`src/rtl/cnn_mem_pkg.sv`:
```
`default_nettype none
// ----------------------------------------------------------------
// cnn_mem_pkg : shared types and register map for cnn_mem_ctrl
// Rev 1.0
// ----------------------------------------------------------------
package cnn_mem_pkg;

   typedef enum logic {
      GNT_HOST   = 1'b0,
      GNT_ENGINE = 1'b1
   } grant_e;

   typedef enum logic [1:0] {
      H_IDLE    = 2'd0,
      H_RD_WAIT = 2'd1,
      H_RD_DATA = 2'd2
   } host_state_e;

   localparam int unsigned REG_CTRL   = 0;
   localparam int unsigned REG_STATUS = 1;

   localparam int unsigned CTRL_START_BIT = 0;
   localparam int unsigned CTRL_CLEAR_BIT = 1;

   localparam int unsigned STAT_BUSY_BIT = 0;
   localparam int unsigned STAT_DONE_BIT = 1;
   localparam int unsigned STAT_ERR_BIT  = 2;

endpackage
`default_nettype wire

```
`src/rtl/cnn_mem_rr_arb.sv`:
```
`default_nettype none
// ----------------------------------------------------------------
// cnn_mem_rr_arb : two-way round-robin arbiter, host vs engine
// Rev 1.0
// ----------------------------------------------------------------
module cnn_mem_rr_arb
   import cnn_mem_pkg::*;
(
   input  logic clk,
   input  logic reset,
   input  logic i_host_req,
   input  logic i_eng_req,
   output logic o_host_gnt,
   output logic o_eng_gnt
);

   grant_e r_last_grant;

   // Grants are suppressed during reset so no RAM access leaks out.
   always_comb begin
      o_host_gnt = 1'b0;
      o_eng_gnt  = 1'b0;
      if (!reset) begin
         if (i_host_req && i_eng_req) begin
            o_host_gnt = (r_last_grant == GNT_ENGINE);
            o_eng_gnt  = (r_last_grant == GNT_HOST);
         end else begin
            o_host_gnt = i_host_req;
            o_eng_gnt  = i_eng_req;
         end
      end
   end

   always_ff @(posedge clk) begin
      if (reset)
         r_last_grant <= GNT_ENGINE;
      else if (o_host_gnt)
         r_last_grant <= GNT_HOST;
      else if (o_eng_gnt)
         r_last_grant <= GNT_ENGINE;
   end

endmodule
`default_nettype wire

```
`src/rtl/cnn_mem_ctrl.sv`:
```
`default_nettype none
// ----------------------------------------------------------------
// cnn_mem_ctrl : shares the CNN byte RAM between host and engine,
//                plus start/status registers. Rev 1.0
// ----------------------------------------------------------------
module cnn_mem_ctrl
   import cnn_mem_pkg::*;
#(
   parameter int ADDR_W = 10,
   parameter int DATA_W = 8
)(
   input  logic              clk,
   input  logic              reset,
   input  logic              i_chipselect,
   input  logic              i_read,
   input  logic              i_write,
   input  logic [ADDR_W:0]   i_address,
   input  logic [DATA_W-1:0] i_writedata,
   output logic [DATA_W-1:0] o_readdata,
   output logic              o_waitrequest,
   input  logic              i_eng_req,
   input  logic              i_eng_we,
   input  logic [ADDR_W-1:0] i_eng_addr,
   input  logic [DATA_W-1:0] i_eng_wdata,
   output logic              o_eng_gnt,
   output logic              o_eng_rvalid,
   output logic [DATA_W-1:0] o_eng_rdata,
   output logic              o_eng_start,
   input  logic              i_eng_done,
   output logic              o_mem_en,
   output logic              o_mem_we,
   output logic [ADDR_W-1:0] o_mem_addr,
   output logic [DATA_W-1:0] o_mem_wdata,
   input  logic [DATA_W-1:0] i_mem_rdata
);

   host_state_e       r_state;
   host_state_e       w_state_nxt;
   logic [DATA_W-1:0] r_readdata;
   logic              r_eng_rvalid;
   logic              r_eng_start;
   logic              r_busy;
   logic              r_done;
   logic              r_err;
   logic [DATA_W-1:0] w_status;
   logic [DATA_W-1:0] w_reg_rdata;

   // A simultaneous read+write strobe is treated as a read.
   wire w_idle      = (r_state == H_IDLE);
   wire w_host_sel  = w_idle && i_chipselect && (i_read || i_write);
   wire w_reg_sel   = i_address[ADDR_W];
   wire w_host_rd   = i_read;
   wire w_host_wr   = i_write && !i_read;
   wire w_host_req  = w_host_sel && !w_reg_sel;
   wire w_reg_rd    = w_host_sel && w_reg_sel && w_host_rd;
   wire w_reg_wr    = w_host_sel && w_reg_sel && w_host_wr;
   wire w_ctrl_hit  = (i_address[ADDR_W-1:0] == ADDR_W'(REG_CTRL));
   wire w_stat_hit  = (i_address[ADDR_W-1:0] == ADDR_W'(REG_STATUS));
   wire w_start_req = w_reg_wr && w_ctrl_hit && i_writedata[CTRL_START_BIT];
   wire w_clear_req = w_reg_wr && w_ctrl_hit && i_writedata[CTRL_CLEAR_BIT];
   wire w_host_gnt;
   wire w_eng_gnt;

   cnn_mem_rr_arb u_arb (
      .clk        (clk),
      .reset      (reset),
      .i_host_req (w_host_req),
      .i_eng_req  (i_eng_req),
      .o_host_gnt (w_host_gnt),
      .o_eng_gnt  (w_eng_gnt)
   );

   always_ff @(posedge clk) begin
      if (reset)
         r_state <= H_IDLE;
      else
         r_state <= w_state_nxt;
   end

   always_comb begin
      w_state_nxt = r_state;
      case (r_state)
         H_IDLE: begin
            if (w_reg_rd)
               w_state_nxt = H_RD_DATA;
            else if (w_host_gnt && w_host_rd)
               w_state_nxt = H_RD_WAIT;
         end
         H_RD_WAIT: w_state_nxt = H_RD_DATA;
         H_RD_DATA: w_state_nxt = H_IDLE;
         default:   w_state_nxt = H_IDLE;
      endcase
   end

   always_comb begin
      o_waitrequest = 1'b0;
      o_mem_en      = 1'b0;
      o_mem_we      = 1'b0;
      o_mem_addr    = i_eng_addr;
      o_mem_wdata   = i_eng_wdata;
      case (r_state)
         H_IDLE: begin
            if (w_host_sel)
               o_waitrequest = w_reg_sel ? w_host_rd : (w_host_rd || !w_host_gnt);
         end
         H_RD_WAIT: o_waitrequest = 1'b1;
         default:   o_waitrequest = 1'b0;
      endcase
      if (w_host_gnt) begin
         o_mem_en    = 1'b1;
         o_mem_we    = w_host_wr;
         o_mem_addr  = i_address[ADDR_W-1:0];
         o_mem_wdata = i_writedata;
      end else if (w_eng_gnt) begin
         o_mem_en    = 1'b1;
         o_mem_we    = i_eng_we;
      end
   end

   always_comb begin
      w_status                = '0;
      w_status[STAT_BUSY_BIT] = r_busy;
      w_status[STAT_DONE_BIT] = r_done;
      w_status[STAT_ERR_BIT]  = r_err;
      w_reg_rdata             = w_stat_hit ? w_status : '0;
   end

   always_ff @(posedge clk) begin
      if (reset)
         r_readdata <= '0;
      else if (r_state == H_RD_WAIT)
         r_readdata <= i_mem_rdata;
      else if (w_reg_rd)
         r_readdata <= w_reg_rdata;
   end

   // Later assignments win: clear, then reject/accept start against the old busy.
   always_ff @(posedge clk) begin
      if (reset) begin
         r_busy       <= 1'b0;
         r_done       <= 1'b0;
         r_err        <= 1'b0;
         r_eng_start  <= 1'b0;
         r_eng_rvalid <= 1'b0;
      end else begin
         r_eng_start  <= w_start_req && !r_busy;
         r_eng_rvalid <= w_eng_gnt && !i_eng_we;
         if (w_clear_req) begin
            r_done <= 1'b0;
            r_err  <= 1'b0;
         end
         if (w_start_req && r_busy)
            r_err <= 1'b1;
         if (i_eng_done) begin
            r_busy <= 1'b0;
            r_done <= 1'b1;
         end
         if (w_start_req && !r_busy) begin
            r_busy <= 1'b1;
            r_done <= 1'b0;
         end
      end
   end

   assign o_readdata   = r_readdata;
   assign o_eng_gnt    = w_eng_gnt;
   assign o_eng_rvalid = r_eng_rvalid;
   assign o_eng_rdata  = i_mem_rdata;
   assign o_eng_start  = r_eng_start;

endmodule
`default_nettype wire

```
`config.mk`:
```
export PLATFORM = sky130hd
export DESIGN_NAME = cnn_mem_ctrl
export DESIGN_NICKNAME = d
export VERILOG_FILES = /design/src/rtl/cnn_mem_pkg.sv /design/src/rtl/cnn_mem_rr_arb.sv /design/src/rtl/cnn_mem_ctrl.sv
export SDC_FILE = /design/constraint.sdc
export NUM_CORES = 1
export LEC_CHECK = 0
export CAP_MARGIN = 20
export CELL_PAD_IN_SITES_DETAIL_PLACEMENT = 0
export CELL_PAD_IN_SITES_GLOBAL_PLACEMENT = 1
export CORE_ASPECT_RATIO = 0.75
export CORE_MARGIN = 3
export CORE_UTILIZATION = 20
export CTS_BUF_LIST = sky130_fd_sc_hd__clkbuf_2 sky130_fd_sc_hd__clkbuf_4 sky130_fd_sc_hd__clkbuf_8
export DETAILED_ROUTE_END_ITERATION = 10
export PLACE_DENSITY = 0.87
export SLEW_MARGIN = 40
export SYNTH_ARGS = -nofsm -noshare
export SYNTH_HDL_FRONTEND = slang
export SYNTH_SLANG_ARGS = --single-unit
```
`constraint.sdc`:
```
create_clock -name clk -period 2 [get_ports clk]
set_input_delay 0.4 -clock clk [delete_from_list [all_inputs] [get_ports clk]]
set_output_delay 0.4 -clock clk [all_outputs]
set_load 0.05 [all_outputs]
```
==> flow_summary.toml <==
[sta]
max_freq_mhz = 464
min_period_over_period_pct = 108
finalSetupViolCount = 18
maxSlewHeadroom_pct = 52.0
hold_viol = 0
period_needed_ns = 2.15
drv_slew = 0
clock_skew_ns = 0.00293
grt_setup_unrepaired = "true"
tightest_slew_ns = 0.719
worst_slack_ns = -0.154

[global_route]
track_usage_pct = 12.1
grt_pass1_wl_mm = 6.35
antenna_found_initial = 0
grt.overflow.total = 0
grt_pass1_vias = 1250
grt_max_degree = 14

[die]
design.core.area_mm2 = 0.00512
num_rows = 22
dieArea_mm2 = 0.00651
dieHeight_um = 70.6
initial_utilization_pct = 21.7
io_pins = 93
die_x_um = 92.2

[final_layout]
nets = 270
fin_util_pct = 47.7
syn_to_final_growth_pct = 119
mostFrequentLayoutCell = "clkdlybuf4s50_1"
design_area_mm2 = 0.00244
mostFrequentLayoutCells = "clkdlybuf4s50_1 (56), mux2_4 (18), buf_4 (17)"
layout-drive-gt1-share_pct = 42.1
num_antenna_cells = 0
final_cell_count_no_fill = 288
fillers = 487

[detailed_routing]
vias = 1230
initialDrtViolationCount = 28
drc = 0
drt_pass1_iterations = 4
ant_nets = 0
detail_route.wl_per_cell_um = 13.8
wl_mm = 3.99
vias_per_cell = 4.27

[yosys]
syn_nets = 165
yosys.cell_types.count = 34
avgSynthCellArea_um2 = 9.94
syn_area_mm2 = 0.00111
yosys_warnings = 0
synth_seq_area_share_pct = 28.8
synth.area.mux_share_pct = 24.3
synth_area_leaders = "dfxtp_1 (29%), mux2_4 (24%), a22oi_1 (5.4%)"
synth_top_family_by_area = "multiplexers"
synth_compound_gate_area_share_pct = 13.6
synth_edf_count = 0
synth_fa_ha_area_share_pct = 0
synth_simple_gate_area_share_pct = 21.9
synth-xor-area-share_pct = 0
synth_top_area_share_pct = 28.8
postSynth.asyncResetShare_pct = 0
synth_cells = 112
ys.flop_type = "dfxtp_1"
synth.largest_area_cell = "dfxtp_1"
ys_ff_latch = 16

[pwr]
power_density_mw_per_mm2 = 480
vdd_drop_max_mv = 0.248
power.leakage_uw = 0.00101

[status]
outcome = "complete, but fails checks"
violations = "negative setup slack"

[placement]
gp_congestion = 0.797
numPortBuffers = 92
placed_cell_area_mm2 = 0.00227
place_inst = 281
post-place-ws_ns = -0.546
hpwl_mm = 3.20

[clocking]
cts.htree.levels = 1
clock_sinks = 16
root_buffer = "clkbuf_8"
cts.clk_slew.worst_paths_ns = 0.06
cts_buffers = 3
clk_path_buf_depth = 2
ctsHoldBuffers = 0
clkLatencyLatePin_ns = 0.25
cts_tree = "done"

[setup_path]
worstPathArrival_ns = 1.75
cp_max_fo = 6
worstSetupStartpoint = "i_address[10]"
crit_path_end = "o_mem_addr[6]"
path_class = "primary input to output port"
slowest_stage = "mux2_4"
r2r_setup_slack_ns = 0.40
cpMostUsedCell = "buf_8"
path_cells = "buf_6, o21bai_4, nor4b_4, and2_4, buf_8, mux2_4, buf_8"
ff2ff_path_depth = 6
critPathCaptureType = "output port"
cp.required_ns = 1.60
max_stage_delay_ns = 0.32
timing.rr.start = "r_state[1]"
worst_setup_path_start_kind = "primary input"
rr_endpoint = "r_done"

[flow_run]
cap_violations = 0

[min_path]
hold_depth = 2
hold_path_class = "flop to flop"
==> worst min path at each step <==
stage / startpoint / to / slack [ns]
finish: r_done / o_readdata[1] / 0.48
global route: r_done / o_readdata[1] / 0.51
CTS: r_done / o_readdata[1] / 0.48
detailed placement: r_done / o_readdata[1] / 0.47
global placement: r_done / o_readdata[1] / 0.47
floorplan: r_done / o_readdata[1] / 0.45
==> logic make-up (layout without fill, tap and decap cells) <==
| family | after synthesis | count (layout) |
|---|---|---|
| AOI/OAI and AO/OA | 23 | 23 |
| DFF | 16 | 16 |
| muxes | 18 | 18 |
| buffers and inverters | 17 | 121 |
| and+or+nand+nor | 38 | 38 |
==> cell usage after synthesis (2+ instances only) <==
cell      count
buf_12        2
nor4_1        2
nand2_1       2
mux2_4       18
nor3_1        3
buf_4         8
nand4b_1      2
dfxtp_1      16
clkbuf_1      3
nor2_1        9
a21oi_1       9
or2_2         2
inv_1         3
nor2b_1       2
a22oi_1       8
nand3_1       5
==> registers in the layout, indices dropped and copies added (netlist names) <==
signal / count
r_err: 1
o_eng_start: 1
r_done: 1
o_readdata: 8
o_eng_rvalid: 1
u_arb.r_last_grant: 1
r_state: 2
r_busy: 1
==> power by group <==
| part | internal [uW] | switching (uW) | leakage (uW) | total, uW |
|---|---|---|---|---|
| Clock | 174 | 113 | 0.0000288 | 288 |
| Sequential | 326 | 4.32 | 0.000131 | 331 |
| Combinational | 288 | 266 | 0.000851 | 554 |
==> metal layers <==
metal  global-route usage (%)  part of all wire [%]  vias to the layer above  wire length, um
met3                     3.72                   7.8                        2              312
met4                     1.15                  0.68                        0               27
met2                     21.4                    50                       45             1980
met1                     14.9                    42                      570             1670
met5                        0                     0                        -                0
li1                         -                     -                      613                -
==> stage by stage <==
step	hold WS (ns)	setup TNS [ns]	power [uW]
3_3_place_gp	0.465	-10.39	856
2_1_floorplan	0.448	-0.0909	612
4_1_cts	0.476	-4.39	1200
5_1_grt	0.512	-3.64	1230
6_report	0.476	-2.42	1170
3_5_place_dp	0.465	-10.92	860
==> cell type report <==
class	count	area [um2]	area share [%]
clock buffer	4	55.1	2.25
inverter	3	11.3	0.461
multi-input combinational	79	689	28.2
sequential	16	323	13.2
tap	72	90.1	3.69
timing repair buffer	114	1270	52.2
==> worst max-delay path, delay by kind of cell <==
kind / cells / cell delay (ns)
AOI/OAI and AO/OA: 1 / 0.16
buffers and inverters: 3 / 0.38
and+or+nand+nor: 2 / 0.48
muxes: 1 / 0.32
==> timing repair <==
item	4_1_cts	5_1_grt
pin swaps	3	3
gates resized for setup	42	7
buffers inserted	4	1
endpoints found under the setup margin	22	20
gates cloned	1	0
Note: power is estimated with default switching activity, not from simulation.
